### config.mk
export PLATFORM = sky130hd
export DESIGN_NAME = cbd_write_buffer
export DESIGN_NICKNAME = d
export VERILOG_FILES = /design/src/rtl/cbd_write_buffer.sv
export SDC_FILE = /design/constraint.sdc
export NUM_CORES = 1
export LEC_CHECK = 0
export ABC_AREA = 1
export CORE_MARGIN = 2
export CORE_UTILIZATION = 50
export DETAILED_ROUTE_END_ITERATION = 10
export DONT_BUFFER_PORTS = 1
export RECOVER_POWER = 25
export SLEW_MARGIN = 5
export SYNTH_ARGS = -nofsm -noshare
export SYNTH_HDL_FRONTEND = slang
export SYNTH_SLANG_ARGS = --single-unit
### constraint.sdc
create_clock -name clk -period 6.97 [get_ports clk]
set_input_delay 1.0455 -clock clk [delete_from_list [all_inputs] [get_ports clk]]
set_output_delay 1.0455 -clock clk [all_outputs]
set_load 0.005 [all_outputs]
### src/rtl/cbd_write_buffer.sv
// cbd_write_buffer
// Accepts 48-bit words of four signed CBD coefficients, reduces each into
// [0, Q-1], queues them in a small FIFO and drains each word as two
// 24-bit coefficient pairs into a 128 x 24 polynomial RAM.
module cbd_write_buffer #(
  parameter int Q      = 3329,
  parameter int DEPTH  = 4,
  parameter int COEFFS = 256
) (
  input  logic        clk,
  input  logic        reset,
  input  logic        start,
  input  logic        in_valid,
  input  logic [47:0] in_data,
  input  logic [7:0]  in_addr,
  output logic        full,
  output logic        busy,
  output logic        mem_we,
  output logic [6:0]  mem_addr,
  output logic [23:0] mem_wdata,
  output logic        poly_done,
  output logic        err
);

  localparam int              AW       = (DEPTH > 1) ? $clog2(DEPTH) : 1;
  localparam logic [11:0]     Q12      = 12'(Q);
  localparam logic [AW:0]     DEPTH_C  = (AW+1)'(DEPTH);
  localparam logic [AW-1:0]   PTR_INC  = AW'(1);
  localparam logic [AW:0]     OCC_INC  = (AW+1)'(1);
  localparam logic [8:0]      COEFFS_C = 9'(COEFFS);

  typedef enum logic [1:0] {
    IDLE = 2'd0,
    LO   = 2'd1,
    HI   = 2'd2
  } state_t;

  // Negative coefficients are lifted by Q; the 12-bit wrap removes the sign.
  function automatic logic [11:0] reduce_coeff(input logic [11:0] c);
    logic [11:0] r;
    if (c[11]) begin
      r = c + Q12;
    end else begin
      r = c;
    end
    return r;
  endfunction

  // Legal sampler output is -3..3.
  function automatic logic coeff_in_range(input logic [11:0] c);
    logic ok;
    if (c[11]) begin
      ok = (c >= 12'hFFD);
    end else begin
      ok = (c <= 12'd3);
    end
    return ok;
  endfunction

  // FIFO storage: reduced coefficients plus word address bits [7:2]
  logic [47:0]   fifo_data_r [DEPTH];
  logic [5:0]    fifo_addr_r [DEPTH];
  logic [AW-1:0] wr_ptr_r;
  logic [AW-1:0] rd_ptr_r;
  logic [AW:0]   occ_r;
  logic [AW:0]   occ_next_s;

  state_t        state_r;
  state_t        state_next_s;
  logic [8:0]    count_r;
  logic [8:0]    count_next_s;
  logic [8:0]    count_plus_s;

  logic          full_r;
  logic          busy_r;
  logic          mem_we_r;
  logic [6:0]    mem_addr_r;
  logic [23:0]   mem_wdata_r;
  logic          poly_done_r;
  logic          err_r;

  logic          we_next_s;
  logic [6:0]    addr_next_s;
  logic [23:0]   wdata_next_s;
  logic          done_next_s;
  logic          err_next_s;

  logic [47:0]   red_data_s;
  logic          range_err_s;
  logic          accept_s;
  logic          pop_s;
  logic [47:0]   head_data_s;
  logic [5:0]    head_addr_s;

  assign head_data_s  = fifo_data_r[rd_ptr_r];
  assign head_addr_s  = fifo_addr_r[rd_ptr_r];
  assign count_plus_s = count_r + 9'd4;

  // A start pulse overrides any enqueue or pop in the same cycle.
  assign accept_s = in_valid && (state_r != IDLE) && !full_r && !start;
  assign pop_s    = (state_r == HI) && !start;

  // Reduce the four incoming coefficients and flag any out-of-range value
  always_comb begin
    red_data_s  = 48'd0;
    range_err_s = 1'b0;
    for (int k = 0; k < 4; k++) begin
      red_data_s[12*k +: 12] = reduce_coeff(in_data[12*k +: 12]);
      if (!coeff_in_range(in_data[12*k +: 12])) begin
        range_err_s = 1'b1;
      end else begin
        range_err_s = range_err_s;
      end
    end
  end

  // Next FIFO occupancy
  always_comb begin
    occ_next_s = occ_r;
    if (start) begin
      occ_next_s = {(AW+1){1'b0}};
    end else begin
      case ({accept_s, pop_s})
        2'b10:   occ_next_s = occ_r + OCC_INC;
        2'b01:   occ_next_s = occ_r - OCC_INC;
        default: occ_next_s = occ_r;
      endcase
    end
  end

  // Sticky error: drops, input in IDLE, bad coefficients, misaligned address
  always_comb begin
    err_next_s = err_r;
    if (start) begin
      err_next_s = 1'b0;
    end else if (in_valid && ((state_r == IDLE) || full_r)) begin
      err_next_s = 1'b1;
    end else if (accept_s && (range_err_s || (in_addr[1:0] != 2'b00))) begin
      err_next_s = 1'b1;
    end else begin
      err_next_s = err_r;
    end
  end

  // Drain FSM: next state and next registered RAM-port values
  always_comb begin
    state_next_s = state_r;
    count_next_s = count_r;
    we_next_s    = 1'b0;
    addr_next_s  = mem_addr_r;
    wdata_next_s = mem_wdata_r;
    done_next_s  = 1'b0;
    if (start) begin
      state_next_s = LO;
      count_next_s = 9'd0;
    end else begin
      case (state_r)
        IDLE: begin
          state_next_s = IDLE;
        end
        LO: begin
          if (occ_r != {(AW+1){1'b0}}) begin
            we_next_s    = 1'b1;
            addr_next_s  = {head_addr_s, 1'b0};
            wdata_next_s = head_data_s[23:0];
            state_next_s = HI;
          end else begin
            state_next_s = LO;
          end
        end
        HI: begin
          we_next_s    = 1'b1;
          addr_next_s  = {head_addr_s, 1'b1};
          wdata_next_s = head_data_s[47:24];
          count_next_s = count_plus_s;
          if (count_plus_s == COEFFS_C) begin
            done_next_s  = 1'b1;
            state_next_s = IDLE;
          end else begin
            state_next_s = LO;
          end
        end
        default: begin
          state_next_s = IDLE;
        end
      endcase
    end
  end

  // Write accepted words into FIFO storage
  always_ff @(posedge clk or negedge reset) begin
    if (!reset) begin
      for (int i = 0; i < DEPTH; i++) begin
        fifo_data_r[i] <= 48'd0;
        fifo_addr_r[i] <= 6'd0;
      end
    end else if (accept_s) begin
      fifo_data_r[wr_ptr_r] <= red_data_s;
      fifo_addr_r[wr_ptr_r] <= in_addr[7:2];
    end
  end

  // FIFO pointers and occupancy; start flushes everything
  always_ff @(posedge clk or negedge reset) begin
    if (!reset) begin
      wr_ptr_r <= {AW{1'b0}};
      rd_ptr_r <= {AW{1'b0}};
      occ_r    <= {(AW+1){1'b0}};
    end else if (start) begin
      wr_ptr_r <= {AW{1'b0}};
      rd_ptr_r <= {AW{1'b0}};
      occ_r    <= {(AW+1){1'b0}};
    end else begin
      if (accept_s) begin
        wr_ptr_r <= wr_ptr_r + PTR_INC;
      end
      if (pop_s) begin
        rd_ptr_r <= rd_ptr_r + PTR_INC;
      end
      occ_r <= occ_next_s;
    end
  end

  // State, coefficient count and all registered outputs
  always_ff @(posedge clk or negedge reset) begin
    if (!reset) begin
      state_r     <= IDLE;
      count_r     <= 9'd0;
      full_r      <= 1'b0;
      busy_r      <= 1'b0;
      mem_we_r    <= 1'b0;
      mem_addr_r  <= 7'd0;
      mem_wdata_r <= 24'd0;
      poly_done_r <= 1'b0;
      err_r       <= 1'b0;
    end else begin
      state_r     <= state_next_s;
      count_r     <= count_next_s;
      full_r      <= (occ_next_s == DEPTH_C);
      busy_r      <= (state_r != IDLE);
      mem_we_r    <= we_next_s;
      mem_addr_r  <= addr_next_s;
      mem_wdata_r <= wdata_next_s;
      poly_done_r <= done_next_s;
      err_r       <= err_next_s;
    end
  end

  assign full      = full_r;
  assign busy      = busy_r;
  assign mem_we    = mem_we_r;
  assign mem_addr  = mem_addr_r;
  assign mem_wdata = mem_wdata_r;
  assign poly_done = poly_done_r;
  assign err       = err_r;

endmodule

==> flow_summary_export.csv <==
group,metric,value,unit
detailed_routing,highest_layer,"met4",
finish,final_nets,1692,
cts,cts_setup_buffers,0,
place,gp_congestion,0.815,
worst_setup_path,r2r_end,"mem_wdata[11]$_DFFE_PN0P_",
global_routing,grt_pass1_vias,10300,
die,core-area,26100,sq um
cts,clockBufferDepth,3,
power,ir_drop,0.000199,V
sta,setup_violations,0,
synthesis,seq_area_frac_synth,50.2,%
place,port_buffers,0,
worst_setup_path,critPathBufInv,3,
cts,cts_tree,"yes",
synthesis,syn_nets,1744,
synthesis,synth_cell_types,40,
cts,clock_latency,0.56,ns
worst_setup_path,cpMaxStageDelayCell,"o21ai_4",
cts,cts_resized,0,
sta,setup_tns,0,ns
cts,root_buffer,"clkbuf_16",
detailed_routing,wl_met1,16.7,mm
sta,slew_violations,0,
sta,finalCritPeriodShare,40.7,%
detailed_routing,drtAntennaViolNets,0,
die,io_pins,96,
worst_setup_path,cp.arrival,3.28,ns
sta,skew,0.0245,ns
global_routing,overflow,0,
finish,drive_gt1_share,5.27,%
place,place_hpwl,20.8,mm
synthesis,avgSynthCellArea,8.04,sq um
run_status,status,"complete, but fails checks",
global_routing,grt_pass1_wl,57.0,mm
detailed_routing,first_iter_violations,802,
finish,final_cells,1968,
die,rows,59,
detailed_routing,drt-vias-per-instance,5.47,
hold_path,hp-class,"in -> async",
die,dieArea,28000,sq um
finish,antenna_cells,0,
die,fp.dieH,167,um
synthesis,syn_inst,1662,
worst_setup_path,critPathKind,"reg -> reg",
cts,clk_pin_slew,0.06,ns
sta,worst_pin_slew,1.09,ns
detailed_routing,wl_met3,2.65,mm
power,powerDensity,354,nW/um^2
sta,fin_crit,2.84,ns
die,chipWidth,167,um
global_routing,antenna_found_initial,0,
sta,hold_viol_final,0,
cts,cts_inserted_buffers,30,
worst_setup_path,path_cells,"inv_1 > ha_1 > buf_4 > o21ai_4 > inv_2 > o211ai_1 > nand2_1",
run_status,violations,"design-rule violations",
worst_setup_path,rr_worst_depth,7,
detailed_routing,drtPass1Iterations,8,
sta,rsz0062_at_grt,"no",
die,initial_core_util,51.1,%
power,p_leak,7.09,nW
worst_setup_path,max_stage_delay,0.83,ns
detailed_routing,wl,35.6,mm
place,dp.cells,1913,
detailed_routing,met2_length,15.8,mm
global_routing,grt_usage,25.7,%
flow_run,cap_violations,0,
worst_setup_path,critPathLaunchType,"register",
cts,cts.sinks,268,
worst_setup_path,critPathCaptureType,"register",
worst_setup_path,r2r_slack,4.13,ns
worst_setup_path,r2r-start,"state_r[0]$_DFF_PN0_",
cts,postCtsHoldBufs,0,
worst_setup_path,cp.required,7.41,ns
sta,fmax,352,MHz
detailed_routing,vias,10800,
detailed_routing,route.detailed.drc,11,
global_routing,grt_max_degree,269,
worst_setup_path,critPathMaxFanout,36,
cts,cts-htree-levels,1,
detailed_routing,wire_per_inst,18.1,um
sta,slew_headroom,27.4,%
finish,area_growth,7.27,%
synthesis,ys_ff_latch,268,
worst_setup_path,crit_family,"compound AO/OA/AOI/OAI gates",
synthesis,syn_area,13400,sq um
synthesis,yosysWarnings,0,
registers in the layout (all words and copies together), names as in the netlist:
signal	count
busy	1
count_r	7
err	1
fifo_addr_r	24
fifo_data_r	192
full	1
mem_addr	7
mem_wdata	24
mem_we	1
occ_r	3
poly_done	1
rd_ptr_r	2
state_r	2
wr_ptr_r	2
layout make-up:
class,count,area [sq um]
timing repair buffer,10,75.1
tap,335,419
clock buffer,48,940
inverter,126,480
clock inverter,7,114
multi-input combinational,1174,5590
sequential,268,6710
fill,2520,11800
worst max path at each step:
| stage | start | to | slack [ns] | cells after the start |
|---|---|---|---|---|
| floorplan | in_valid | full$_DFF_PN0_ | 4.36 | 11 |
| global placement | in_valid | fifo_data_r[57]$_DFFE_PN0P_ | 4.03 | 8 |
| detailed placement | in_valid | fifo_addr_r[16]$_DFFE_PN0P_ | 3.97 | 8 |
| CTS | state_r[0]$_DFF_PN0_ | mem_wdata[11]$_DFFE_PN0P_ | 4.07 | 7 |
| global route | state_r[0]$_DFF_PN0_ | mem_addr[4]$_DFFE_PN0P_ | 3.91 | 7 |
| finish | state_r[0]$_DFF_PN0_ | mem_wdata[11]$_DFFE_PN0P_ | 4.13 | 7 |
layout by cell type, fill, tap and decap left out, types with 3 or more instances in the layout:
| master | n |
|---|---|
| a21oi_1 | 61 |
| a31oi_1 | 7 |
| buf_4 | 10 |
| bufinv_16 | 3 |
| clkbuf_1 | 7 |
| clkbuf_16 | 31 |
| clkbuf_8 | 10 |
| clkinv_2 | 5 |
| dfrtp_1 | 266 |
| ha_1 | 21 |
| inv_1 | 118 |
| inv_2 | 5 |
| nand2_1 | 555 |
| nand2_2 | 5 |
| nand3_1 | 58 |
| nand4_1 | 3 |
| nor2_1 | 114 |
| nor3_1 | 3 |
| nor3_2 | 3 |
| o211ai_1 | 15 |
| o21ai_0 | 231 |
| o21ai_1 | 16 |
| o221ai_1 | 28 |
| o22ai_1 | 4 |
| xor2_1 | 30 |
synthesized netlist by cell type, drive strengths merged:
cell type  count  area share [%]
nor2         116             3.4
dfrtp        268              50
or2            2           0.094
fa             1            0.15
o21a           1           0.056
and2           3            0.14
clkbuf        30            0.84
buf           64             3.5
a31oi          7            0.33
nand2b         1           0.047
nand4          4            0.23
a21oi         61             2.3
o211ai        16            0.94
o21ai        250             9.5
ha            21             2.0
xor2          30             2.0
o221ai        28             1.8
nand3         58             2.2
clkinv         2           0.075
inv          124             3.5
nand2        561              16
xnor2          2            0.13
nor3           6            0.34
o22ai          4            0.19
nor4           2           0.094
per-layer routing:
metal  track usage [%]  vias up
met2              40.7      285
met5                 0        -
met4              4.95        0
met1              37.0     5180
li1                  -     5264
met3              5.48       38
where the power goes:
group,total (mW),internal (mW),switching [mW]
sequential,2.37,2.10,0.271
combinational,1.04,0.378,0.663
clock,1.66,1.03,0.638
total,5.08,3.51,1.57
per-stage QoR:
step	instance area [sq um]	setup slack [ns]	hold WS, ns	power [mW]	util [%]
2_1_floorplan	13400	4.36	0.444	3.15	-
3_5_place_dp	13300	3.97	0.460	3.44	50.8
5_1_grt	14300	3.91	0.168	5.41	54.8
6_report	14300	4.13	0.200	5.08	54.8
3_3_place_gp	13300	4.03	0.456	3.40	50.8
4_1_cts	14300	4.07	0.174	5.12	54.8
cell families (layout without fill, tap and decap cells):
group / after synthesis / in the layout / synth area share [%]
simple gates: 753 / 753 / 22.5
compound gates: 367 / 367 / 15.1
flops: 268 / 268 / 50.2
buf+inv: 220 / 191 / 7.95
xor+xnor: 32 / 32 / 2.10
fa+ha+maj: 22 / 22 / 2.12
Power figures use the tool's default switching activity.
